`src/rtl/bep_pkg.sv`:
```
// Shared definitions for the BEP frame assembler: default sizes, FSM state
// encoding and the counter-width helper.
package bep_pkg;

   localparam int BEP_WORD_WIDTH_DEF = 8;
   localparam int BEP_TIMEOUT_DEF    = 64;

   typedef enum logic {
      IDLE    = 1'b0,
      COLLECT = 1'b1
   } bep_state_t;

   // Counter width for values 0..n-1, never narrower than one bit.
   function automatic int bep_cnt_w(input int n);
      return (n <= 2) ? 1 : $clog2(n);
   endfunction

endpackage

```
`src/rtl/bep_idle_timer.sv`:
```
// Saturating idle counter. 'expired' flags the cycle whose update makes the
// count reach TIMEOUT_CYCLES-1 without a clear.
module bep_idle_timer
   import bep_pkg::*;
#(
   parameter int TIMEOUT_CYCLES = BEP_TIMEOUT_DEF
) (
   input  logic clock,
   input  logic reset_n,
   input  logic enable,
   input  logic clear,
   output logic expired
);

   localparam int CW = bep_cnt_w(TIMEOUT_CYCLES);
   localparam logic [CW-1:0] CNT_LAST = CW'(TIMEOUT_CYCLES - 1);
   localparam logic [CW-1:0] CNT_PRE  = CW'(TIMEOUT_CYCLES - 2);

   logic [CW-1:0] count_q, count_d;

   always_comb begin
      count_d = count_q;
      if (clear) begin
         count_d = '0;
      end else if (enable && (count_q != CNT_LAST)) begin
         count_d = count_q + 1'b1;
      end
   end

   assign expired = enable && !clear && (count_q == CNT_PRE);

   always_ff @(posedge clock or negedge reset_n) begin
      if (!reset_n) begin
         count_q <= '0;
      end else begin
         count_q <= count_d;
      end
   end

endmodule

```
`src/rtl/bep_frame_assembler.sv`:
```
// Packs decided-bit strobes MSB-first into words, holds one word for the
// consumer, and closes frames after a period of bit-stream silence.
module bep_frame_assembler
   import bep_pkg::*;
#(
   parameter int WORD_WIDTH     = BEP_WORD_WIDTH_DEF,
   parameter int TIMEOUT_CYCLES = BEP_TIMEOUT_DEF
) (
   input  logic                                  clock,
   input  logic                                  reset_n,
   input  logic                                  bit_valid,
   input  logic                                  bit_value,
   output logic [WORD_WIDTH-1:0]                 word_data,
   output logic                                  word_valid,
   input  logic                                  word_ready,
   output logic                                  frame_end,
   output logic                                  frame_error,
   output logic [bep_cnt_w(WORD_WIDTH+1)-1:0]    partial_bits,
   output logic                                  overrun,
   input  logic                                  clear_overrun,
   output logic                                  busy
);

   localparam int BW = bep_cnt_w(WORD_WIDTH + 1);
   localparam logic [BW-1:0] LAST_BIT = BW'(WORD_WIDTH - 1);

   bep_state_t            state_q, state_d;
   logic [WORD_WIDTH-1:0] shift_q, shift_d;
   logic [BW-1:0]         bit_cnt_q, bit_cnt_d;
   logic [WORD_WIDTH-1:0] word_data_q, word_data_d;
   logic                  word_valid_q, word_valid_d;
   logic                  frame_end_q, frame_end_d;
   logic                  frame_error_q, frame_error_d;
   logic [BW-1:0]         partial_bits_q, partial_bits_d;
   logic                  overrun_q, overrun_d;

   logic [WORD_WIDTH-1:0] shift_next;
   logic                  transfer;
   logic                  complete;
   logic                  drop;
   logic                  timer_enable;
   logic                  timer_expired;

   assign shift_next   = {shift_q[WORD_WIDTH-2:0], bit_value};
   // Handshake: a word moves when word_valid & word_ready are both high at a
   // rising edge; word_valid never drops and word_data never changes before it.
   assign transfer     = word_valid_q && word_ready;
   assign timer_enable = (state_q == COLLECT);

   bep_idle_timer #(
      .TIMEOUT_CYCLES (TIMEOUT_CYCLES)
   ) u_idle_timer (
      .clock   (clock),
      .reset_n (reset_n),
      .enable  (timer_enable),
      .clear   (bit_valid),
      .expired (timer_expired)
   );

   always_comb begin
      state_d        = state_q;
      shift_d        = shift_q;
      bit_cnt_d      = bit_cnt_q;
      word_data_d    = word_data_q;
      word_valid_d   = word_valid_q;
      frame_end_d    = 1'b0;
      frame_error_d  = 1'b0;
      partial_bits_d = '0;
      overrun_d      = overrun_q;
      complete       = 1'b0;
      drop           = 1'b0;

      if (transfer) begin
         word_valid_d = 1'b0;
      end

      case (state_q)
         IDLE: begin
            if (bit_valid) begin
               shift_d   = shift_next;
               bit_cnt_d = BW'(1);
               state_d   = COLLECT;
            end
         end
         COLLECT: begin
            if (bit_valid) begin
               shift_d = shift_next;
               if (bit_cnt_q == LAST_BIT) begin
                  complete  = 1'b1;
                  bit_cnt_d = '0;
               end else begin
                  bit_cnt_d = bit_cnt_q + 1'b1;
               end
            end else if (timer_expired) begin
               // Stray bits of an unfinished word are reported and thrown away.
               state_d   = IDLE;
               bit_cnt_d = '0;
               shift_d   = '0;
               if (bit_cnt_q == '0) begin
                  frame_end_d = 1'b1;
               end else begin
                  frame_error_d  = 1'b1;
                  partial_bits_d = bit_cnt_q;
               end
            end
         end
         default: begin
            state_d = IDLE;
         end
      endcase

      if (complete) begin
         if (!word_valid_q || transfer) begin
            word_data_d  = shift_next;
            word_valid_d = 1'b1;
         end else begin
            drop = 1'b1;
         end
      end

      if (drop) begin
         overrun_d = 1'b1;
      end else if (clear_overrun) begin
         overrun_d = 1'b0;
      end
   end

   always_ff @(posedge clock or negedge reset_n) begin
      if (!reset_n) begin
         state_q        <= IDLE;
         shift_q        <= '0;
         bit_cnt_q      <= '0;
         word_data_q    <= '0;
         word_valid_q   <= 1'b0;
         frame_end_q    <= 1'b0;
         frame_error_q  <= 1'b0;
         partial_bits_q <= '0;
         overrun_q      <= 1'b0;
      end else begin
         state_q        <= state_d;
         shift_q        <= shift_d;
         bit_cnt_q      <= bit_cnt_d;
         word_data_q    <= word_data_d;
         word_valid_q   <= word_valid_d;
         frame_end_q    <= frame_end_d;
         frame_error_q  <= frame_error_d;
         partial_bits_q <= partial_bits_d;
         overrun_q      <= overrun_d;
      end
   end

   assign word_data    = word_data_q;
   assign word_valid   = word_valid_q;
   assign frame_end    = frame_end_q;
   assign frame_error  = frame_error_q;
   assign partial_bits = partial_bits_q;
   assign overrun      = overrun_q;
   assign busy         = (state_q == COLLECT);

endmodule

```
`config.mk`:
```
export PLATFORM = sky130hd
export DESIGN_NAME = bep_frame_assembler
export DESIGN_NICKNAME = d
export VERILOG_FILES = /design/src/rtl/bep_pkg.sv /design/src/rtl/bep_idle_timer.sv /design/src/rtl/bep_frame_assembler.sv
export SDC_FILE = /design/constraint.sdc
export NUM_CORES = 1
export LEC_CHECK = 0
export BUFFER_PORTS_ARGS = -buffer_cell sky130_fd_sc_hd__buf_2
export CAP_MARGIN = 25
export CELL_PAD_IN_SITES_DETAIL_PLACEMENT = 0
export CELL_PAD_IN_SITES_GLOBAL_PLACEMENT = 1
export CORE_ASPECT_RATIO = 0.6
export CORE_MARGIN = 8
export CORE_UTILIZATION = 29
export CTS_BUF_LIST = sky130_fd_sc_hd__clkbuf_16
export CTS_CLUSTER_DIAMETER = 30
export CTS_CLUSTER_SIZE = 12
export DETAILED_ROUTE_END_ITERATION = 8
export PLACE_DENSITY_LB_ADDON = 0.1
export SLEW_MARGIN = 10
export SYNTH_ARGS = -nofsm -noshare
export SYNTH_HDL_FRONTEND = slang
export SYNTH_SLANG_ARGS = --single-unit
```
`constraint.sdc`:
```
create_clock -name clock -period 4.3 [get_ports clock]
set_input_delay 0.43 -clock clock [delete_from_list [all_inputs] [get_ports clock]]
set_output_delay 0.43 -clock clock [all_outputs]
set_load 0.03 [all_outputs]
```
==> impl_metrics.yaml, run 1 <==
floorplan:
  initial_core_util_pct: 30.37
  io_pins: 23
  rows: 20
  die-area_sq_um: 8049
  die_x_um: 110.6
  die_y_um: 72.77
  core_sq_um: 5130
layout:
  fin_nets: 175
  drive_gt1_share_pct: 22.56
  syn2layout_area_growth_pct: 17.83
  final_cell_mix: "dfrtp_1, buf_2, o21ai_0, nand2_1"
  final_common_cell: "dfrtp_1"
  n_antenna_cell: 0
grt:
  gr-total-overflow: 0
  grt_antenna_before_repair: 0
  track_usage_pct: 8.733
  grt_max_degree: 36
  grt_pass1_wl_mm: 5.609
  grt_pass1_vias: 1095
synth:
  synth-seq-area-share_pct: 54.62
  syn-num-nets: 155
  synth-seq-cells: 34
  synth-edff-count: 0
  ys.flop_type: "dfrtp_1"
  synth_cell_type_count: 34
  yosys_warnings: 0
  synth_area_sq_um: 1558
  syn_area_per_cell_sq_um: 10.74
  ys_async_sr_fraction_pct: 100.0
  postSynthCellCount: 145
worst_setup_path:
  criticalPathCategory: "reg2reg"
  crit_fanout: 17
  critPathRequiredTime_ns: 4.46
  r2r-start: "busy$_DFF_PN0_"
  rr_worst_depth: 3
  arrival_ns: 2.11
  r2r_end: "bit_cnt_q[0]$_DFFE_PN0P_"
  cp-start-kind: "flip-flop"
  r2r_slack_ns: 2.35
  cp-end-kind: "flip-flop"
sta:
  tightestPinTransition_ns: 0.7855
  fmax_ghz: 0.5119
  fin_crit_ns: 1.954
  hold_viol_final: 0
  finClkSkew_ns: 0.005647
  tns_ns: 0
  maxSlewViolCount: 0
  relSlewSlack_pct: 47.63
  rsz0062_at_grt: "no"
  finalCritPeriodShare_pct: 45.43
  setup_viol: 0
detailed_routing:
  top_layer_used: "met4"
  ant_nets: 0
  drt_iter0_drc: 77
  wl_met3_um: 242
  viasPerCell: 4.813
  detailroute.wirelength.met2_mm: 1.232
  drtPass1Iterations: 4
  wl_per_cell_um: 14.64
  post-route-drc-count: 0
  drt-met1-wl_mm: 1.862
  drt_wl_total_mm: 3.368
  via_count: 1107
clocking:
  holdBufCountCts: 0
  cts.sinks: 34
  clk_pin_slew_ns: 0.05
  clockRootBuffer: "clkbuf_16"
  insertion_delay_ns: 0.27
  cts_buffer_depth: 2
  cts_tree: "done"
  cts_setup_buffers: 0
  cts.repair.resized: 0
  h-tree-depth: 2
  cts_buffers: 5
pwr:
  ir_worst_vdd_uv: 194.7
  p_leak_nw: 0.8698
  p_total_mw: 1.038
  powerDensity_nw_per_um2: 565.5
min_path:
  hp-class: "in2async"
status:
  status: "finished clean"
placed_design:
  gp_congestion: 0.7751
  hpwl_mm: 2.241
  place.port_buffers: 22
run:
  drv_cap: 0
==> layer usage <==
layer / global-route usage [%] / up-vias
li1: - / 551
met1: 12.16 / 510
met3: 4.105 / 5
met4: 3.125 / 0
met5: 0 / -
met2: 11.12 / 41
==> cell type report <==
cell class / instances / area (sq um)
flip-flops and latches: 34 / 850.8
multi-input cells: 95 / 636.9
inverters: 7 / 26.28
repair buffers: 22 / 110.1
clock buffers: 5 / 125.1
well taps: 66 / 82.58
clock inverters: 1 / 3.754
fillers: 515 / 3294
==> kinds of logic (layout without fill, tap and decap cells) <==
logic type	after synthesis	count (layout)	share of synthesized area, %
adders and majority gates	4	4	3.213
buffers and inverters	16	35	4.498
AOI/OAI and AO/OA	34	34	12.85
and+or+nand+nor	47	47	15.91
muxes	9	9	8.354
xor gates and xnor gates	1	1	0.5624
DFF	34	34	54.62
==> worst max-delay path by stage <==
stage / start / cells past startpoint / endpoint / slack (ns)
after global placement: busy$_DFF_PN0_ / 3 / bit_cnt_q[0]$_DFFE_PN0P_ / 2.41
after CTS: busy$_DFF_PN0_ / 3 / partial_bits[0]$_DFF_PN0_ / 2.32
final: busy$_DFF_PN0_ / 3 / bit_cnt_q[0]$_DFFE_PN0P_ / 2.35
after floorplan: u_idle_timer.count_q[0]$_DFFE_PN0P_ / 5 / u_idle_timer.count_q[0]$_DFFE_PN0P_ / 2.75
after global routing: busy$_DFF_PN0_ / 3 / partial_bits[1]$_DFF_PN0_ / 2.16
after detailed placement: busy$_DFF_PN0_ / 3 / bit_cnt_q[0]$_DFFE_PN0P_ / 2.35
==> registers in the layout, indices dropped and copies added (netlist names) <==
| name | cells |
|---|---|
| frame_error | 1 |
| frame_end | 1 |
| u_idle_timer.count_q | 6 |
| word_data | 8 |
| overrun | 1 |
| partial_bits | 4 |
| busy | 1 |
| word_valid | 1 |
| bit_cnt_q | 4 |
| shift_q | 7 |
==> synth_stat cells (4+ instances only) <==
| cell type | number | area [sq um] |
|---|---|---|
| clkbuf_1 | 6 | 22.52 |
| mux2_4 | 8 | 120.1 |
| ha_1 | 4 | 50.05 |
| dfrtp_1 | 34 | 850.8 |
| nand2_1 | 13 | 48.80 |
| nand3_1 | 8 | 40.04 |
| nor3_1 | 6 | 30.03 |
| o21ai_0 | 20 | 100.1 |
| nor2_1 | 5 | 18.77 |
| inv_1 | 7 | 26.28 |
==> through the flow <==
stage	utilization [%]	worst slack [ns]	instances	cell area [sq um]	hold slack (ns)
5_1_grt	35.78	2.157	230	1836	0.3150
4_1_cts	35.78	2.325	230	1836	0.2689
6_report	35.78	2.346	230	1836	0.2478
3_3_place_gp	33.27	2.414	224	1707	0.4904
2_1_floorplan	-	2.752	145	1558	0.1344
3_5_place_dp	33.27	2.347	224	1707	0.4935
==> worst max-delay path, cell delays in order, from the launching register on <==
cell,delay [ns]
dfrtp_1,0.66
nand3_1,0.51
or2_2,0.47
a22o_1,0.20
==> report_power, final <==
part	internal, mW	switching (mW)	leakage, nW
Sequential	0.385	0.0583	0.444
Combinational	0.116	0.157	0.362
Clock	0.205	0.116	0.0632
Total	0.706	0.332	0.870
(Power assumes the default switching activity.)
==> inputs of run 2 (changes only) <==
- clock period: 4.3 -> 1.9 ns (I/O delays scaled with it)
==> impl_metrics.yaml, run 2 (synthesis results as in run 1) <==
worst_setup_path:
  critPathRequiredTime_ns: 2.05
  arrival_ns: 1.84
  cp-end-kind: "flip-flop"
  crit_path_cell_trace: "ha_1 > and3b_1 > and4_4 > mux2_4"
  cp-start-kind: "flip-flop"
  crit_fanout: 8
  critPathSlowestCell: "dfrtp_1"
  slowest_delay_ns: 0.40
  criticalPathCategory: "reg2reg"
clocking:
  cts_buffers: 5
  clk_pin_slew_ns: 0.05
  h-tree-depth: 2
  insertion_delay_ns: 0.27
  cts_buffer_depth: 2
  holdBufCountCts: 0
  cts_setup_buffers: 0
  clockRootBuffer: "clkbuf_16"
  cts.sinks: 34
  cts_tree: "done"
  cts.repair.resized: 0
sta:
  maxSlewViolCount: 0
  fmax_ghz: 0.5920
  setup_viol: 0
  finalCritPeriodShare_pct: 88.91
  fin_crit_ns: 1.689
  setup_slack_ns: 0.2107
  tns_ns: 0
  rsz0062_at_grt: "no"
  hold_viol_final: 6
  relSlewSlack_pct: 47.98
  tightestPinTransition_ns: 0.7803
  whs_ns: -0.002603
  finClkSkew_ns: 0.002972
layout:
  fillers: 503
  postLayoutCellArea_sq_um: 1896
  syn2layout_area_growth_pct: 21.69
  fin_nets: 182
  final_common_cell: "dfrtp_1"
  n_antenna_cell: 0
  largest_reg_flops: 8
  final_cell_mix: "dfrtp_1, buf_2, o21ai_0, nand2_1"
  drive_gt1_share_pct: 25.43
pwr:
  p_leak_nw: 0.9038
  p_switching_mw: 0.7582
  ir_worst_vdd_uv: 413.6
  combPwrFrac_pct: 26.4
  powerDensity_nw_per_um2: 1250
  power_frac_seq_pct: 42.1
  power_frac_clock_pct: 31.4
  p_int_mw: 1.610
  swShare_pct: 32.01
floorplan:
  initial_core_util_pct: 30.37
  die_x_um: 110.6
  core_sq_um: 5130
  io_pins: 23
  rows: 20
  die_y_um: 72.77
  die-area_sq_um: 8049
grt:
  grt_antenna_before_repair: 0
  grt_pass1_vias: 1155
  track_usage_pct: 9.353
  grt_max_degree: 35
  grt_pass1_wl_mm: 5.989
  gr-total-overflow: 0
detailed_routing:
  ant_nets: 0
  wl_per_cell_um: 14.48
  post-route-drc-count: 0
  drt_wl_total_mm: 3.460
  drt_iter0_drc: 59
  via_count: 1138
  drtPass1Iterations: 4
  viasPerCell: 4.762
run:
  drv_cap: 0
placed_design:
  place.port_buffers: 22
  hpwl_mm: 2.422
  preCtsSetupSlack_ns: 0.2185
  place_area_sq_um: 1759
  gp_congestion: 0.7689
min_path:
  hp-class: "in2async"
status:
  status: "complete, but fails checks"
  violations: "negative hold slack"
-- run 2: metal layers --
layer | GRT usage (%) | up-vias | part of all wire, %
met5 | 0 | - | 0
met4 | 3.571 | 0 | 1.0
met3 | 4.187 | 5 | 6.8
met2 | 11.84 | 29 | 36
met1 | 13.14 | 534 | 56
li1 | - | 570 | -
-- run 2: worst paths after layout --
path | start | end | slack, ns | depth (start not counted)
worst min register to register | shift_q[2]$_DFFE_PN0P_ | shift_q[3]$_DFFE_PN0P_ | 0.51 | 2
max in group asynchronous | reset_n | bit_cnt_q[1]$_DFFE_PN0P_ | 1.41 | 1
worst max-delay path | bit_cnt_q[1]$_DFFE_PN0P_ | word_data[2]$_DFFE_PN0P_ | 0.21 | 4
worst max register to register | bit_cnt_q[1]$_DFFE_PN0P_ | word_data[2]$_DFFE_PN0P_ | 0.21 | 4
worst min-delay path | reset_n | u_idle_timer.count_q[2]$_DFFE_PN0P_ | -0.003 | 1
min in group clock | clear_overrun | overrun$_DFFE_PN0P_ | 0.11 | 2
-- run 2: area by class of cell --
class	instances	area, sq um	area share, %
clock buffers	5	125.1	6.601
clock inverters	3	11.26	0.5941
repair buffers	29	162.7	8.581
multi-input cells	95	636.9	33.60
well taps	66	82.58	4.356
inverters	7	26.28	1.386
flip-flops and latches	34	850.8	44.88
-- run 2: critical path, delay by kind of cell, from the launching register on --
kind / cells / cell delay, ns
mux: 1 / 0.32
flops: 1 / 0.40
fa+ha+maj: 1 / 0.23
simple gates: 2 / 0.61
-- run 2: power by group through the flow --
stage | combinational [mW] | sequential, mW | clock, mW
final | 0.626 | 0.998 | 0.744
after global routing | 0.704 | 1.03 | 0.820
after floorplan | 0.325 | 1.13 | 0
after global placement | 0.635 | 1.01 | 0
after CTS | 0.636 | 1.00 | 0.778
after detailed placement | 0.631 | 1.01 | 0
-- run 2: stage by stage --
step,total power [mW],hold slack [ns],utilization (%),instances
2_1_floorplan,1.455,-0.1056,-,145
3_3_place_gp,1.645,0.3180,34.29,231
3_5_place_dp,1.643,0.3236,34.29,231
4_1_cts,2.415,0.02985,36.95,239
5_1_grt,2.549,0.06321,36.95,239
6_report,2.369,-0.002603,36.95,239
